===== config.mk =====
export PLATFORM = sky130hd
export DESIGN_NAME = mem_port_arbiter
export DESIGN_NICKNAME = d
export VERILOG_FILES = /design/src/rtl/mem_port_arbiter.sv
export SDC_FILE = /design/constraint.sdc
export NUM_CORES = 1
export LEC_CHECK = 0
export ABC_AREA = 1
export CAP_MARGIN = 5
export CORE_MARGIN = 1.5
export CORE_UTILIZATION = 40
export CTS_BUF_LIST = sky130_fd_sc_hd__clkbuf_8
export DETAILED_ROUTE_END_ITERATION = 10
export PLACE_DENSITY = 0.83
export RECOVER_POWER = 100
export SLEW_MARGIN = 20
export SYNTH_ARGS = -nofsm -noshare
export SYNTH_HDL_FRONTEND = slang
export SYNTH_SLANG_ARGS = --single-unit

===== constraint.sdc =====
create_clock -name clk -period 2.5 [get_ports clk]
set_clock_uncertainty 0.05 [all_clocks]
set_input_delay 0.375 -clock clk [delete_from_list [all_inputs] [get_ports clk]]
set_output_delay 0.375 -clock clk [all_outputs]
set_load 0.005 [all_outputs]

===== src/rtl/mem_port_arbiter.sv =====
// Shared memory port sequencer for the multicycle CPU: arbitrates fetch vs data
// access, tracks wait states with a timeout abort, and strobes the IR/MDR enables.
module mem_port_arbiter #(
  parameter int TIMEOUT = 15
) (
  input  logic        clk,
  input  logic        rst,
  input  logic        if_req,
  input  logic [31:0] if_addr,
  input  logic        dm_req,
  input  logic        dm_we,
  input  logic [31:0] dm_addr,
  input  logic [31:0] dm_wdata,
  input  logic        mem_rdy,
  output logic        mem_cs,
  output logic        mem_we,
  output logic [31:0] mem_addr,
  output logic [31:0] mem_wdata,
  output logic        ir_ce,
  output logic        mdr_ce,
  output logic        if_done,
  output logic        dm_done,
  output logic        bus_err,
  output logic        busy
);

  localparam int CW = $clog2(TIMEOUT + 1);
  localparam logic [CW-1:0] LIMIT = CW'(TIMEOUT - 1);

  localparam logic [1:0] IDLE   = 2'd0;
  localparam logic [1:0] IF_ACC = 2'd1;
  localparam logic [1:0] DM_ACC = 2'd2;
  localparam logic [1:0] ERR    = 2'd3;

  logic [1:0]    state;
  logic [1:0]    next_state;
  logic          last_dm;
  logic [CW-1:0] wait_cnt;
  logic          grant_dm;
  logic          grant_if;
  logic          in_access;

  // Round-robin grant; only acted upon in IDLE
  always_comb begin
    grant_dm = 1'b0;
    grant_if = 1'b0;
    if (dm_req && if_req) begin
      if (last_dm) begin
        grant_if = 1'b1;
      end else begin
        grant_dm = 1'b1;
      end
    end else if (dm_req) begin
      grant_dm = 1'b1;
    end else if (if_req) begin
      grant_if = 1'b1;
    end else begin
      grant_dm = 1'b0;
      grant_if = 1'b0;
    end
  end

  // Next-state decode
  always_comb begin
    next_state = state;
    case (state)
      IDLE: begin
        if (grant_dm) begin
          next_state = DM_ACC;
        end else if (grant_if) begin
          next_state = IF_ACC;
        end else begin
          next_state = IDLE;
        end
      end
      IF_ACC, DM_ACC: begin
        if (mem_rdy) begin
          next_state = IDLE;
        end else if (wait_cnt == LIMIT) begin
          next_state = ERR;
        end else begin
          next_state = state;
        end
      end
      ERR:     next_state = IDLE;
      default: next_state = IDLE;
    endcase
  end

  // State, grant history, wait counter and the registered port fields
  always_ff @(posedge clk or posedge rst) begin
    if (rst) begin
      state     <= IDLE;
      last_dm   <= 1'b0;
      wait_cnt  <= '0;
      mem_addr  <= 32'h0000_0000;
      mem_we    <= 1'b0;
      mem_wdata <= 32'h0000_0000;
    end else begin
      state <= next_state;
      if (state == IDLE && grant_dm) begin
        last_dm   <= 1'b1;
        wait_cnt  <= '0;
        mem_addr  <= dm_addr;
        mem_we    <= dm_we;
        mem_wdata <= dm_wdata;
      end else if (state == IDLE && grant_if) begin
        last_dm  <= 1'b0;
        wait_cnt <= '0;
        mem_addr <= if_addr;
        mem_we   <= 1'b0;
      end else if (in_access && !mem_rdy) begin
        // Leaves the access state at LIMIT, so this never exceeds TIMEOUT
        wait_cnt <= wait_cnt + CW'(1);
      end
    end
  end

  // last_dm doubles as the owner of the current or aborted access
  assign in_access = (state == IF_ACC) || (state == DM_ACC);
  assign mem_cs    = in_access;
  assign busy      = (state != IDLE);
  assign bus_err   = (state == ERR);
  assign ir_ce     = (state == IF_ACC) && mem_rdy;
  assign mdr_ce    = (state == DM_ACC) && mem_rdy && !mem_we;
  assign if_done   = ((state == IF_ACC) && mem_rdy) || ((state == ERR) && !last_dm);
  assign dm_done   = ((state == DM_ACC) && mem_rdy) || ((state == ERR) && last_dm);

endmodule

# After elaboration in Yosys (flattened, before gate mapping)
# Index checks and enable logic that the tools add are counted.
# totals
register_bits,72
out_inout_bits,72
input_bits,102
elab_cells,52
# op_classes
n_eq_ne,5
n_addsub,1
reduce_logical,20
mux,20
# ops
operator,count
$mux W32,2
$mux W4,3
$mux W1,11
$logic_and A1 B1 Y1,9
$mux W2,3
$pmux W2 S3,1
$add A4 B1 Y4 const B,1
$eq A2 B2 Y1 const B,2
$eq A4 B4 Y1 const B,1
$reduce_bool A2 Y1,2
$logic_not A1 Y1,3
$logic_or A1 B1 Y1,3
$ne A3 B3 Y1 const B,1
$reduce_bool A3 Y1,1
$eq A2 B1 Y1 const B,1
$logic_not A2 Y1,1
$reduce_or A2 Y1,1

# Depth between registers and ports, before layout
# Gate-level depths: netlist (run 1).
# logic_depth
ltp_word,6
ltp_mapped,10

# Worst setup path before layout (run 1)
# No wires, ideal clock.
# synth_timing
path_kind,flip-flop to flip-flop
start,register state[0]
end,register mem_addr[12]
arrival_time_ns,1.265
n_path_buf,2
path_stages_with_launch,11
required_ns,2.326
setup_time_ns,0.124
setup_slack_ns,1.062
cell_sequence,dfrtp_1 -> inv_1 -> ha_1 -> nand2_1 -> inv_2 -> nand2_4 -> inv_2 -> buf_6 -> buf_6 -> nand2_1 -> nand3_1
# synth_via
elab_chain_len,3
word_cells_on_any_way,5
cone_classes,mux: 1; reduce/logical: 4
# synth_lines
item,line,text
start: declaration,35,logic [1:0] state;
start signal: assignment,100,state <= next_state;
$logic_not A2 Y1 (*),"101, 107",
"$logic_and A1 B1 Y1, on equally long branches","101, 107",
$mux W32 / $reduce_bool A2 Y1 (equally long branches),n/a,
end signal: assignment,104,mem_addr <= dm_addr;
end signal: assignment,110,mem_addr <= if_addr;
end: declaration,17,"output logic [31:0] mem_addr,"
# Every way passes the cells marked *; elsewhere a longest branch is shown, timed or not.
# A chain may end at the register's enable or synchronous reset.

# Final worst setup path (run 1)
# layout_timing
start,register state[0]
end,output mdr_ce
# layout_via
elab_chain_len,3
# layout_lines
item,line,text
$eq A2 B2 Y1,125,assign mdr_ce = (state == DM_ACC) && mem_rdy && !mem_we;
$logic_and A1 B1 Y1 (2 in a row),125,
end: declaration,20,"output logic mdr_ce,"
# No other way between the ends.

==> results of run 1 <==
-- worst reg2reg max path, stage by stage, from the launching register on --
cell      delay, ns
dfrtp_1        0.40
inv_1          0.08
ha_1           0.27
nand2_1        0.12
nand2_1        0.08
inv_1          0.32
clkbuf_2       0.53
nand2_1        0.13
nand3_1        0.11
-- flip-flops by register name, summed over array words and instances (netlist names) --
register   flops
mem_wdata     32
state          2
mem_addr      32
mem_we         1
wait_cnt       4
last_dm        1
-- metrics by stage --
stage | std cells | area, um^2 | worst slack, ns | util | total power (W)
after CTS | 662 | 5130 | 0.382 | 0.671 | 0.00546
after detailed placement | 646 | 4940 | 0.413 | 0.646 | 0.00456
after global placement | 646 | 4940 | 0.442 | 0.646 | 0.00448
final | 662 | 5110 | 0.352 | 0.669 | 0.00515
after floorplan | 380 | 3140 | 0.250 | - | 0.00309
after global routing | 662 | 5110 | 0.181 | 0.669 | 0.00559
-- synthesized netlist by cell type (all sizes together) --
library cell  count  area [um^2]
nor2              3         11.3
ha                6         75.1
nand4             1         6.26
dfrtp            72         1800
nand2           217          822
a21oi             3         15.0
o22ai             1         6.26
inv              19         71.3
nor3              1         5.00
buf              14          113
clkbuf            2         7.51
o21ai             6         30.0
nand3            35          175
-- power by group through the flow --
stage / clock network [W] / registers, W / logic, W
floorplan: 0 / 0.00204 / 0.00105
CTS: 0.000899 / 0.00201 / 0.00255
finish: 0.000874 / 0.00198 / 0.00230
global placement: 0 / 0.00200 / 0.00248
detailed placement: 0 / 0.00202 / 0.00254
global route: 0.000953 / 0.00206 / 0.00258
-- logic make-up (layout without fill, tap and decap cells) --
kind of cell / after synthesis / count (layout) / synth area share
flops: 72 / 72 / 0.574
simple gates: 257 / 257 / 0.325
fa+ha+maj: 6 / 6 / 0.0239
buf+inv: 35 / 215 / 0.0610
compound gates: 10 / 10 / 0.0163
-- path summary, 6_finish.rpt --
path                         startpoint            end  slack, ns
max                            state[0]         mdr_ce       0.35
min                        mem_wdata[2]   mem_wdata[2]       0.42
max reg2reg                    state[0]   mem_addr[15]       0.38
min reg2reg                mem_wdata[2]   mem_wdata[2]       0.42
max in group asynchronous           rst   mem_addr[31]       0.68
min in group asynchronous           rst  mem_wdata[11]       0.71
-- metal layers --
| metal | part of all wire | GRT usage | vias to the layer above | wire [um] |
|---|---|---|---|---|
| met5 | 0 | 0 | - | 0 |
| met4 | 0.024 | 0.0990 | 0 | 210 |
| met1 | 0.41 | 0.248 | 1401 | 3480 |
| li1 | - | - | 1519 | - |
| met3 | 0.068 | 0.0603 | 20 | 585 |
| met2 | 0.50 | 0.370 | 109 | 4310 |
-- area by class of cell --
cell class,count,share of cell area
sequential,72,0.352
timing repair buffer,180,0.349
multi-input combinational,273,0.223
tap,102,0.0250
clock buffer,9,0.0242
inverter,19,0.0139
clock inverter,7,0.0127
==> metrics.txt, run 1 <==
Filler cells 640; Initial DRT Pass Iterations 6; Cell Pwr Density 1010 mW/mm^2; CP top delay family buffers and inverters; WHS Path Cells 2; layout cell share with drive strength beyond 1 0.0357; antenna cells 0; worst slew pin tran 1.11 ns; CTS max path bufs 2; Via-to-Cell Ratio 4.61; CTS sink cnt 72; Comb pwr share 0.446; minimum clock period 2.15 ns; mapped cell area 0.00314 mm^2; drc violations 0; final wirelength roughly 8600 um; required time worst endpoint between 2 and 2.5 ns; Reg2Reg Depth 8; Max-Cap Viols 0; clk root buf clkbuf_8; arrival time at the worst endpoint roughly 1.7 ns; commonest non-fill, non-tap cell in the layout nand2_1; leak pwr 2.56 nW; register area 0.00180 mm^2; NumNets Final about 660; remaining antenna violation count 0; Starting Density 0.411; DP HPWL 6290 um; Iter 0 DRT Violations 109; Critical Path Source Type flip-flop; status completed; Hold Path Class flip-flop to flip-flop; TritonCTS clock tree built; final hold vios 0; Worst path most repeated cell inv_1; global-route wire length before repair 14,300 um; cell row count 32; H-Tree Depth 3; setup bufs post-CTS 0; most frequent cells in the layout nand2_1 (217), clkdlybuf4s50_1 (100), dlygate4sd3_1 (73); fmax 0.465 GHz; CP Max Fanout 4; initial antenna violation count 0; Int Power 0.00335 W; Slew HR 0.257; GRT Total Usage 0.216; Clock power frac 0.170; Netlist cell types 17; crit path buf inv count 3; TNS Setup 0 ns; hold_ws roughly 0.42 ns; crit-path cells inv_1 > ha_1 > inv_1 > nor3_1 > dlygate4sd3_1; Worst path max stage delay 0.59 ns; CTS hold repair buffers 0; RD Place Congestion 0.727; Yosys reg bits between 70 and 80; Sw Ratio 0.349; DR vias 3,049; Gate Count Post-Synth 380; area taken by multi-input logic gates 0.00114 mm^2; synthesis-to-finish area growth 62.9%; post-cts sizing count 0; PortBufs 173; Congestion Overflow GR 0; Worst Setup End Kind output port; clk_lat worst skew approximately 0.33 ns; largest net degree at the start of global routing 38; Inserted Clock Buffers 9; core area 0.00765 mm^2; slowest CP cell dlygate4sd3_1; sequential fraction of the synthesis area 0.574; RSZ-0062 raised after global routing false; Setup violations, final 0; Syn Nets roughly 490; Net Switching 0.00180 W; syn_area_per_cell 8.26 um^2; CP Depth 5; vias in the first global route between 3,000 and 4,000; Setup CP Type flip-flop to output port; die area 0.00839 mm^2; final slew viol count 0; Peak VDD IR ~0.42 mV; DIE WIDTH 91.6 um; Final period util 0.859; YS warnings 0; WL/cell 13.0 um; Die H slightly above 90 um; sequential share of power 0.385; Boundary Pins between 150 and 200; Clock transition at path regs ~0.070 ns
(Power assumes the default switching activity.)
==> run 2, diff against run 1 <==
- ABC_AREA: 1 -> not set
- CORE_MARGIN: 1.5 -> not set
- CORE_UTILIZATION: 40 -> 39
- PLACE_DENSITY: 0.83 -> 0.82
==> metrics.txt, run 2 <==
TNS Setup 0 ns (unchanged); CTS sink cnt 72 (unchanged); arrival time at the worst endpoint 1.83 ns (+0.11 ns); synthesis-to-finish area growth 66.6%; most frequent cell after synthesis dfrtp_1; Initial DRT Pass Iterations 4 (-2); Gate Count Post-Synth 229 (-40%); CTS hold repair buffers 0 (unchanged); cell row count 31 (-3.1%); clk root buf clkbuf_8; Clock transition at path regs 0.07 ns (about the same); largest net degree at the start of global routing 38 (unchanged); core area 0.00741 mm^2 (-3.1%); final slew viol count 0 (unchanged); mapped cell area 0.00305 mm^2 (-2.7%); worst slew pin tran 0.881 ns (-0.232 ns); most frequent cells in the layout clkdlybuf4s50_1 (100), dlygate4sd3_1 (73), dfrtp_1 (72); drc violations 0 (unchanged); Max-Cap Viols 0 (unchanged); Worst path max stage delay 0.57 ns (-0.02 ns); ranking of synthesized cells by area dfrtp_1 (59%), a221o_1 (10%), mux2_2 (9.6%); Iter 0 DRT Violations 78 (-28%); fmax 0.444 GHz (-4.7%); minimum clock period 2.25 ns (+0.106 ns); Hold Path Class flip-flop to flip-flop; setup slack after layout 0.245 ns (-0.106 ns); antenna cells 0 (unchanged); Cell Pwr Density 1080 mW/mm^2 (+7.2%); DP HPWL 6190 um (-1.6%); Final period util 0.902 (+0.0424); TritonCTS clock tree built; Starting Density 0.412 (+0.00176); Worst Setup End Kind output port; Non-Filler Instances 511 (-23%); Slew HR 0.413 (+0.155); DP Area 0.00492 mm^2 (-0.56%); Setup CP Type flip-flop to output port; leak pwr 2.19 nW (-14%); CTS max path bufs 2 (unchanged); post-cts sizing count 0 (unchanged); r2r setup slk 0.38 ns (about the same); Syn Nets 337 (-31%); GRT Total Usage 0.212 (-0.00344); remaining antenna violation count 0 (unchanged); Setup violations, final 0 (unchanged); final wirelength 8330 um (-3.0%); leading area contributor after synthesis dfrtp_1; Boundary Pins 174 (unchanged); DR vias 2,574 (-16%); Congestion Overflow GR 0 (unchanged); commonest non-fill, non-tap cell in the layout clkdlybuf4s50_1; Inserted Clock Buffers 9 (unchanged); leading registers by flop count mem_addr: 32 flops, mem_wdata: 32 flops, wait_cnt: 4 flops; Die H 90.5 um (-1.2%); Peak VDD IR 0.544 mV (+29%); YS warnings 0 (unchanged); required time worst endpoint 2.08 ns (about the same); CP Max Fanout 3 (-1); crit-path cells inv_1 > ha_1 > and2_1 > a21o_1 > dlygate4sd3_1; crit path buf inv count 2 (-1); Synth top cells by count dfrtp_1 (72), a221o_1 (32), mux2_2 (26); Netlist cell types 29 (+12); WL/cell 16.3 um (+26%); slowest CP cell dlygate4sd3_1; global-route wire length before repair 13,400 um (-6.1%); top_reg_cell synth dfrtp_1; final design area excluding fillers 0.00509 mm^2 (-0.51%); NumNets Final 515 (-22%); RD Place Congestion 0.763 (+5.1%); Post-synth EDFFs 0 (unchanged); setup bufs post-CTS 0 (unchanged); layout cell share with drive strength beyond 1 0.121 (+0.0856); initial antenna violation count 0 (unchanged); status completed; sequential fraction of the synthesis area 0.590 (+0.0160); PortBufs 173 (unchanged); Placed Instances 495 (-23%); DIE WIDTH 90.5 um (-1.2%); Critical Path Source Type flip-flop; Async SR Flop Fraction 1.00 (unchanged); syn_area_per_cell 13.3 um^2 (+61%); die area 0.00819 mm^2 (-2.4%); H-Tree Depth 3 (unchanged); pre-CTS WS 0.351 ns (-0.0622 ns); Yosys top cell area share 0.590 (+0.0160); RSZ-0062 raised after global routing false; clk_lat worst skew 0.35 ns (+0.02 ns); vias in the first global route 2,723 (-12%); Yosys reg bits 72 (unchanged); CP top delay family buffers and inverters; Via-to-Cell Ratio 5.04 (+9.4%); final hold vios 0 (unchanged)
[run 2: changes by cell type in the layout (fill, tap and decap cells not counted), sizes merged, moves of 3 or more]
cell,previous run,this run
nor2,3,7
o21ai,6,3
nand2,217,6
mux2,0,32
a221o,0,32
and2,0,34
nand3,35,4
inv,19,6
[run 2: metal layers]
metal  vias up  track usage  share of wire  wire length (um)
li1       1183            -              -                 -
met1      1275        0.241           0.39              3210
met2        98        0.369           0.53              4440
met3        18       0.0598          0.057               473
met4         0       0.0941          0.025               210
met5         -            0              0                 0
[run 2: where the power goes]
| group | switching (W) | leakage, nW | total (W) | internal, W |
|---|---|---|---|---|
| clock | 0.000433 | 0.0962 | 0.000885 | 0.000451 |
| combinational | 0.000983 | 1.22 | 0.00259 | 0.00161 |
| sequential | 0.000288 | 0.877 | 0.00202 | 0.00174 |
| total | 0.00170 | 2.19 | 0.00550 | 0.00379 |
[run 2: cell families (layout without fill, tap and decap cells)]
family / count (synthesis) / count (layout) / share of synthesized area
fa+ha+maj: 6 / 6 / 0.0246
xor+xnor: 2 / 2 / 0.00574
buf+inv: 19 / 202 / 0.0303
flops: 72 / 72 / 0.590
simple gates: 55 / 55 / 0.101
mux: 32 / 32 / 0.118
compound gates: 43 / 43 / 0.131
[run 2: metrics by stage]
stage	power, W	hold WS, ns	utilization
after floorplan	0.00326	0.433	-
after global placement	0.00481	0.420	0.664
after detailed placement	0.00490	0.428	0.664
after CTS	0.00582	0.408	0.689
after global routing	0.00588	0.462	0.687
final	0.00550	0.434	0.687
[run 2: layout make-up]
type,count,area [um^2]
timing repair buffer,180,1790
clock buffer,9,124
tap,99,124
multi-input combinational,138,1160
inverter,6,22.5
sequential,72,1800
clock inverter,7,63.8
fill,553,2320
[run 2: path summary, 6_finish.rpt]
check	from	depth (start not counted)	to
setup / recovery	state[1]	5	if_done
hold / removal	mem_wdata[3]	1	mem_wdata[3]
setup reg to reg	state[0]	6	mem_wdata[29]
hold reg to reg	mem_wdata[3]	1	mem_wdata[3]
max in group asynchronous	rst	3	mem_addr[7]
min in group asynchronous	rst	3	mem_addr[10]
